**src/rtl/fb_pkg.sv**
```systemverilog
// fb_pkg: shared types and constants for the frame-buffer write scheduler.
//   fb_addr_t      - 18-bit frame-RAM word address
//   FB_WIDTH/...   - default frame-buffer geometry
//   sched_state_t  - scheduler FSM states
package fb_pkg;

  typedef logic [17:0] fb_addr_t;

  localparam int unsigned FB_WIDTH  = 800;
  localparam int unsigned FB_HEIGHT = 320;
  localparam int unsigned FB_WORDS  = FB_WIDTH * FB_HEIGHT;

  typedef enum logic [1:0] {
    IDLE  = 2'd0,
    CLEAR = 2'd1,
    DONE  = 2'd2
  } sched_state_t;

endpackage

```
**src/rtl/fb_clear_gen.sv**
```systemverilog
// fb_clear_gen: address/data generator for the frame-buffer clear engine.
// Optional feature macro: FB_TESTPAT_EN (clear data becomes col[4] ^ row[4]).
// Ports:
//   i_dotclk   - clock
//   i_reset    - synchronous active-high reset
//   i_start    - restart the sweep at word 0
//   i_advance  - the current word was granted; step to the next one
//   o_addr     - current clear address
//   o_data     - clear data for the current word
//   o_last     - current word is the final word of the frame
module fb_clear_gen
  import fb_pkg::*;
#(
  parameter int unsigned Width = fb_pkg::FB_WIDTH,
  parameter int unsigned Words = fb_pkg::FB_WORDS
) (
  input  logic     i_dotclk,
  input  logic     i_reset,
  input  logic     i_start,
  input  logic     i_advance,
  output fb_addr_t o_addr,
  output logic     o_data,
  output logic     o_last
);

  localparam fb_addr_t LastAddr = fb_addr_t'(Words - 1);

  if (Width == 0 || Width > 1024) begin : g_bad_width
    $error("fb_clear_gen: Width must be in 1..1024");
  end

  fb_addr_t r_ptr;

  // Start wins over advance so a restart on a granted cycle lands on 0.
  always_ff @(posedge i_dotclk) begin
    if (i_reset || i_start) begin
      r_ptr <= '0;
    end else if (i_advance) begin
      r_ptr <= r_ptr + 18'd1;
    end
  end

  assign o_addr = r_ptr;
  assign o_last = (r_ptr == LastAddr);

`ifdef FB_TESTPAT_EN
  localparam logic [9:0] LastCol = 10'(Width - 1);

  logic [9:0] r_col;
  logic [8:0] r_row;

  always_ff @(posedge i_dotclk) begin
    if (i_reset || i_start) begin
      r_col <= '0;
      r_row <= '0;
    end else if (i_advance) begin
      if (r_col == LastCol) begin
        r_col <= '0;
        r_row <= r_row + 9'd1;
      end else begin
        r_col <= r_col + 10'd1;
      end
    end
  end

  // 16x16 checkerboard
  assign o_data = r_col[4] ^ r_row[4];
`else
  assign o_data = 1'b0;
`endif

endmodule

```
**src/rtl/fb_write_sched.sv**
```systemverilog
// fb_write_sched: shares the frame-RAM write port between pixel capture and a
// clear engine. Capture always wins; clearing uses idle cycles. All outputs
// are registered.
// Optional feature macro: FB_TESTPAT_EN (clear writes a checkerboard).
// Ports:
//   i_dotclk        - clock
//   i_reset         - synchronous active-high reset
//   i_cap_valid     - capture write request (cannot be stalled)
//   i_cap_addr      - capture address
//   i_cap_data      - capture pixel value
//   i_clr_start     - pulse: start/restart a full clear
//   o_waddr         - RAM write address
//   o_pixel_state   - RAM write data
//   o_wren          - RAM write enable
//   o_clr_busy      - clear engine has words outstanding
//   o_clr_done      - pulse after the final clear word was written
//   o_cap_drop      - pulse: out-of-range capture discarded
module fb_write_sched
  import fb_pkg::*;
#(
  parameter int unsigned FB_WIDTH  = fb_pkg::FB_WIDTH,
  parameter int unsigned FB_HEIGHT = fb_pkg::FB_HEIGHT,
  parameter int unsigned FB_WORDS  = FB_WIDTH * FB_HEIGHT
) (
  input  logic     i_dotclk,
  input  logic     i_reset,
  input  logic     i_cap_valid,
  input  fb_addr_t i_cap_addr,
  input  logic     i_cap_data,
  input  logic     i_clr_start,
  output fb_addr_t o_waddr,
  output logic     o_pixel_state,
  output logic     o_wren,
  output logic     o_clr_busy,
  output logic     o_clr_done,
  output logic     o_cap_drop
);

  localparam fb_addr_t LastAddr = fb_addr_t'(FB_WORDS - 1);

  if (FB_WORDS == 0 || FB_WORDS > 262144 || FB_WORDS > FB_WIDTH * FB_HEIGHT) begin : g_bad_words
    $error("fb_write_sched: FB_WORDS must be 1..min(2^18, FB_WIDTH*FB_HEIGHT)");
  end

  sched_state_t r_state, w_state_next;

  fb_addr_t w_clr_addr;
  logic     w_clr_data;
  logic     w_clr_last;
  logic     w_grant;
  logic     w_cap_in_range;

  // A dropped capture still occupies the slot, so the grant looks only at valid.
  assign w_grant        = (r_state == CLEAR) && !i_cap_valid;
  assign w_cap_in_range = (i_cap_addr <= LastAddr);

  fb_clear_gen #(
    .Width (FB_WIDTH),
    .Words (FB_WORDS)
  ) u_clear_gen (
    .i_dotclk  (i_dotclk),
    .i_reset   (i_reset),
    .i_start   (i_clr_start),
    .i_advance (w_grant),
    .o_addr    (w_clr_addr),
    .o_data    (w_clr_data),
    .o_last    (w_clr_last)
  );

  // State register
  always_ff @(posedge i_dotclk) begin
    if (i_reset) begin
      r_state <= IDLE;
    end else begin
      r_state <= w_state_next;
    end
  end

  // Next-state logic
  always_comb begin
    w_state_next = r_state;
    unique case (r_state)
      IDLE:    w_state_next = IDLE;
      CLEAR:   if (w_grant && w_clr_last) w_state_next = DONE;
      DONE:    w_state_next = IDLE;
      default: w_state_next = IDLE;
    endcase
    if (i_clr_start) begin
      w_state_next = CLEAR;
    end
  end

  // Output logic (registered below)
  fb_addr_t w_waddr;
  logic     w_data;
  logic     w_wren;
  logic     w_drop;
  logic     w_busy;
  logic     w_done;

  always_comb begin
    w_waddr = o_waddr;
    w_data  = o_pixel_state;
    w_wren  = 1'b0;
    w_drop  = 1'b0;
    if (i_cap_valid) begin
      if (w_cap_in_range) begin
        w_wren  = 1'b1;
        w_waddr = i_cap_addr;
        w_data  = i_cap_data;
      end else begin
        w_drop = 1'b1;
      end
    end else if (w_grant) begin
      w_wren  = 1'b1;
      w_waddr = w_clr_addr;
      w_data  = w_clr_data;
    end
    // Registered off the current state: busy lines up with the clear writes and
    // done lands the cycle after the final write.
    w_busy = (r_state == CLEAR);
    w_done = (r_state == DONE);
  end

  fb_addr_t r_waddr;
  logic     r_pixel_state;
  logic     r_wren;
  logic     r_clr_busy;
  logic     r_clr_done;
  logic     r_cap_drop;

  always_ff @(posedge i_dotclk) begin
    if (i_reset) begin
      r_waddr       <= '0;
      r_pixel_state <= 1'b0;
      r_wren        <= 1'b0;
      r_clr_busy    <= 1'b0;
      r_clr_done    <= 1'b0;
      r_cap_drop    <= 1'b0;
    end else begin
      r_waddr       <= w_waddr;
      r_pixel_state <= w_data;
      r_wren        <= w_wren;
      r_clr_busy    <= w_busy;
      r_clr_done    <= w_done;
      r_cap_drop    <= w_drop;
    end
  end

  assign o_waddr       = r_waddr;
  assign o_pixel_state = r_pixel_state;
  assign o_wren        = r_wren;
  assign o_clr_busy    = r_clr_busy;
  assign o_clr_done    = r_clr_done;
  assign o_cap_drop    = r_cap_drop;

endmodule

```
**config.mk**
```make
export PLATFORM = sky130hd
export DESIGN_NAME = fb_write_sched
export DESIGN_NICKNAME = d
export VERILOG_FILES = /design/src/rtl/fb_pkg.sv /design/src/rtl/fb_clear_gen.sv /design/src/rtl/fb_write_sched.sv
export SDC_FILE = /design/constraint.sdc
export NUM_CORES = 1
export LEC_CHECK = 0
export CAP_MARGIN = 30
export CELL_PAD_IN_SITES_DETAIL_PLACEMENT = 1
export CELL_PAD_IN_SITES_GLOBAL_PLACEMENT = 1
export CORE_MARGIN = 8
export CORE_UTILIZATION = 36
export DETAILED_ROUTE_END_ITERATION = 8
export PLACE_DENSITY = 0.9
export SLEW_MARGIN = 20
export SYNTH_ARGS = -nofsm -noshare
export SYNTH_HDL_FRONTEND = slang
export SYNTH_SLANG_ARGS = --single-unit
export TNS_END_PERCENT = 5
```
**constraint.sdc**
```tcl
create_clock -name i_dotclk -period 2.87 [get_ports i_dotclk]
set_clock_uncertainty 0.15 [all_clocks]
set_input_delay 0.287 -clock i_dotclk [delete_from_list [all_inputs] [get_ports i_dotclk]]
set_output_delay 0.287 -clock i_dotclk [all_outputs]
set_load 0.02 [all_outputs]
```
## After elaboration in Yosys (flattened, before gate mapping)

Index checks and enable logic that the tools add are counted.
Widths: inputs -> output; s select.

- Div/mod/pow operators: 0
- Muxes and demuxes: 13
- $add $sub $neg: 1
- Equal/unequal tests: 5
- Bitwise gates (word level): 2
- Shift operators: 0
- Reduce and logical (&&, ||, !) cells: 8
- $lt $le $gt $ge: 1
- $mul: 0

Operator list:

| cell | number |
|---|---|
| $mux 18 | 3 |
| $add 18x1->18 const B | 1 |
| $eq 18x18->1 const B | 1 |
| $le 18x18->1 const B | 1 |
| $mux 1 | 10 |
| $ne 3x2->1 const B | 1 |
| $reduce_or 3->1 | 1 |
| $eq 2x1->1 const B | 1 |
| $eq 2x2->1 const B | 1 |
| $logic_and 1x1->1 | 2 |
| $ne 2x1->1 const B | 1 |
| $not 1->1 | 2 |
| $reduce_and 2->1 | 1 |
| $reduce_bool 2->1 | 1 |
| $reduce_or 2->1 | 1 |
| $logic_not 1->1 | 1 |
| $logic_or 1x1->1 | 1 |

- Output and inout bits: 23
- Input bits: 23
- Bits in latches: 0
- Logic and storage cells: 39
- Register bits after elaboration: 43
- RAM bits: 0
- Memories kept: 0
- Memory bits (read-only): 0

## Logic depth before layout (Yosys ltp)

- Word-level depth: 6
- Depth in mapped cells: 6

## Cells and area by module

From an unflattened synthesis, not the netlist that was laid out.

- Cells, all modules: 225
- Area total of the unflattened synthesis: 2154.6 µm²

By module, submodules not included:

| module | area an instance (µm²) | sequential area each (µm²) | cells an instance | instances |
|---|---|---|---|---|
| fb_write_sched | 1315.0 | 500.5 | 126 | 1 |
| fb_clear_gen | 839.6 | 360.3 | 99 | 1 |

## Worst setup path before layout

No wires, ideal clock.

- Kind: flip-flop to flip-flop
- From: reg r_state[1]
- To: reg u_clear_gen.r_ptr[17] (netlist: u_clear_gen.o_addr[17])
- Setup time: 71 ps
- Buffers on the path: 2
- Path slack: 559 ps
- Arrival: 2090 ps
- Period minus slack after synthesis: 2311 ps
- Stages on the path, launching flop included: 7
- Cells stage by stage: dfxtp_1 > or3b_1 > buf_6 > or4_1 > buf_2 > or4_1 > a21oi_1

- Word-level cells in the longest chain between the ends: 2

Ends and longest elaborated chain:

| item | RTL line | RTL |
|---|---|---|
| from (decl) | fb_write_sched.sv:45 | `sched_state_t r_state, w_state_next;` |
| from (signal assigned) | fb_write_sched.sv:75 | `r_state <= w_state_next;` |
| $eq 2x1->1 | fb_write_sched.sv:54 | `assign w_grant = (r_state == CLEAR) && !i_cap_valid;` |
| $logic_and 1x1->1 | fb_write_sched.sv:54 |  |
| to (signal assigned) | fb_clear_gen.sv:39 | `r_ptr <= r_ptr + 18'd1;` |
| to (decl) | fb_clear_gen.sv:32 | `fb_addr_t r_ptr;` |

Every way passes these cells.
A chain may end at the register's enable or synchronous reset.

## Worst setup path after layout

- From: in i_cap_valid
- To: reg u_clear_gen.r_ptr[15] (netlist: u_clear_gen.o_addr[15])

- Word-level cells in the longest chain between the ends: 2

Ends and longest elaborated chain:

| item | RTL line | RTL |
|---|---|---|
| from (decl) | fb_write_sched.sv:27 | `input logic i_cap_valid,` |
| $logic_not 1->1 | fb_write_sched.sv:54 |  |
| $logic_and 1x1->1 | fb_write_sched.sv:54 |  |

Every way passes these cells.

==> metrics.md <==
| Metric | Value |
|---|---|
| Fraction of synthesis flops using an asynchronous set or reset pin | `0%` |
| VDD IR max | `0.288 mV` |
| Final Hold Fails | `0` |
| Worst-path fanout max | `10` |
| Max Clk Rate | `0.417 GHz` |
| CTS sink cnt | `43` |
| Detailed Place HPWL | `4540 µm` |
| Gp weighted congestion | `between 0.9 and 1` |
| Hold_buf cts | `0` |
| Synth unique cells | `34` |
| DRC errors left | `0` |
| Die area | `between 8000 and 9000 µm²` |
| Port Buf Inserts | `45` |
| CORE AREA | `5510 µm²` |
| Fillers | `668` |
| DRT iter0 DRCs | `just over 80` |
| GRT Util Overall | `approximately 16%` |
| Synth Net Count | `285` |
| Per-cell routed wire length | `17.4 µm` |
| Io pins | `46` |
| Vias | `between 2000 and 2500` |
| Grt total ovfl | `0` |
| Crit Path Category | `input port to flip-flop` |
| Hold WS | `0.332 ns` |
| Routed wire length | `roughly 6500 µm` |
| Clock transition at path regs | `0.09 ns` |
| Post-synthesis area per instance | `between 7 and 8 µm²` |
| Yosys reg bits | `43` |
| Period utilization | `83.6%` |
| Detailed Routing Iterations Pass 1 | `4` |
| Final setup TNS | `0 ns` |
| Pleak | `0.924 nW` |
| Slew headroom | `50.6%` |
| Post-synth EDFFs | `0` |
| Longest Clk Path Bufs | `2` |
| Crit path DAT | `2.49 ns` |
| H-tree depth | `2` |
| Most frequent cells in the layout | `nand2_1, clkdlybuf4s50_1, dfxtp_1, and3_1` |
| Max_cap viols | `0` |
| Commonest non-fill, non-tap cell in the layout | `nand2_1` |
| Starting Density | `37.1%` |
| Largest net degree at the start of global routing | `27` |
| Post-CTS sizing | `0` |
| Initial antenna violation count | `0` |
| Outcome | `finished, final reports clean` |
| Layout area overhead | `31.1%` |
| Post-layout min period | `2.40 ns` |
| First-pass GRT wire length | `11000 µm` |
| CP Launch Type | `input port` |
| Gate Count Post-Synth | `approximately 260` |
| Worst-margin pin slew | `0.741 ns` |
| Layout Nets | `323` |
| Rows | `27` |
| Post-DRT Antenna Nets | `0` |
| CTS tree | `done` |
| Endpoints failing setup | `0` |
| Crit path capture type | `flip-flop` |
| ANT cells | `0` |
| CTS Buf Count | `5` |
| Die height | `91.3 µm` |
| Chip width | `slightly above 90 µm` |
| RSZ-0062 raised after global routing | `false` |
| HP Class | `flip-flop to flip-flop` |
| Sequential area share after synthesis | `42.2%` |
| Pwr/cell area | `526 nW/µm²` |
| Worst skew pair latency | `0.31 ns` |
| Worst path required time | `2.96 ns` |
| Share of cells above drive strength 1 | `5.33%` |
| Synthesized area | `2040 µm²` |
| Synth Warn # | `0` |
| Number of global-route vias before repair | `2248` |
| Post-CTS setup buffers | `0` |
| Detailed-route vias per instance | `5.60` |
| Final Max Slew Viols | `0` |
| Root buffer cell | `clkbuf_8` |
| Most used DFF post-synth | `dfxtp_1` |
worst max-delay path, cell delays in order:
cell and delay, ns:
clkdlybuf4s50_1 0.44, or3b_1 0.38, or4_1 0.68, or4_1 0.56
a21oi_1 0.14
cells in the mapped netlist, drive strengths merged (2+ instances only):
master / number / area (µm²)
nand3: 8 / 40.0
dfxtp: 43 / 861
nor3: 4 / 20.0
nor3b: 2 / 20.0
a211oi: 4 / 30.0
o31ai: 3 / 22.5
a311oi: 13 / 114
inv: 4 / 15.0
or4: 6 / 45.0
a21oi: 11 / 55.1
nand2: 68 / 255
or2: 2 / 12.5
clkbuf: 17 / 63.8
nand2b: 2 / 12.5
o211ai: 2 / 15.0
xnor2: 3 / 26.3
buf: 2 / 16.3
nand4: 6 / 37.5
xor2: 5 / 43.8
o21ai: 9 / 45.0
or3: 5 / 31.3
and3: 20 / 125
nor2: 13 / 48.8
metrics by stage:
step / area, µm² / cells / setup slack, ns / utilization (%) / total power [mW]
global placement: 2540 / 364 / 0.189 / 46.1 / 0.837
detailed placement: 2540 / 364 / 0.157 / 46.1 / 0.842
CTS: 2680 / 372 / 0.469 / 48.6 / 1.41
floorplan: 2040 / 261 / 0.559 / - / 0.744
global route: 2680 / 372 / 0.397 / 48.6 / 1.46
finish: 2680 / 372 / 0.471 / 48.6 / 1.41
cell type report:
type | instances | area [µm²] | area share (%)
multi-input combinational | 195 | 1080 | 40.6
sequential | 43 | 861 | 32.2
timing repair buffer | 50 | 488 | 18.2
tap | 72 | 90.1 | 3.37
clock buffer | 5 | 68.8 | 2.57
clock inverter | 3 | 67.6 | 2.53
inverter | 4 | 15.0 | 0.561
report_power, final:
part | internal [mW] | switching [mW]
clock network | 0.347 | 0.233
logic | 0.0911 | 0.103
registers | 0.618 | 0.0164
kinds of logic (layout without fill, tap and decap cells):
group           Yosys count  after routing  share of synthesized area (%)
xor+xnor                  8              8                           3.43
flops                    43             43                           42.2
simple gates            141            141                           33.9
fa+ha+maj                 1              1                          0.613
compound gates           45             45                           15.2
buf+inv                  23             62                           4.66
final timing paths:
path                                  start                      to  slack, ns  cells after the start
worst max-delay path            i_cap_valid  u_clear_gen.o_addr[15]       0.47                      5
worst min-delay path             r_state[0]              o_clr_done       0.33                      1
worst max register to register   r_state[0]  u_clear_gen.o_addr[15]       0.51                      4
worst min register to register   r_state[0]              o_clr_done       0.33                      1
sequential cells by signal, indices dropped and copies added, names as in the netlist:
| register | flops |
|---|---|
| o_clr_busy | 1 |
| r_state | 2 |
| o_clr_done | 1 |
| u_clear_gen.o_addr | 18 |
| o_cap_drop | 1 |
| o_pixel_state | 1 |
| o_waddr | 18 |
| o_wren | 1 |
routing by layer:
metal,vias to the layer above,wire [µm],GRT usage [%],share of wire [%]
li1,999,-,-,-
met1,1037,2830,18.3,44
met2,42,3270,28.5,51
met3,6,292,4.36,4.5
met4,0,61,4.09,0.94
met5,-,0,0,0
No activity file was read; power rests on OpenSTA's default activity.
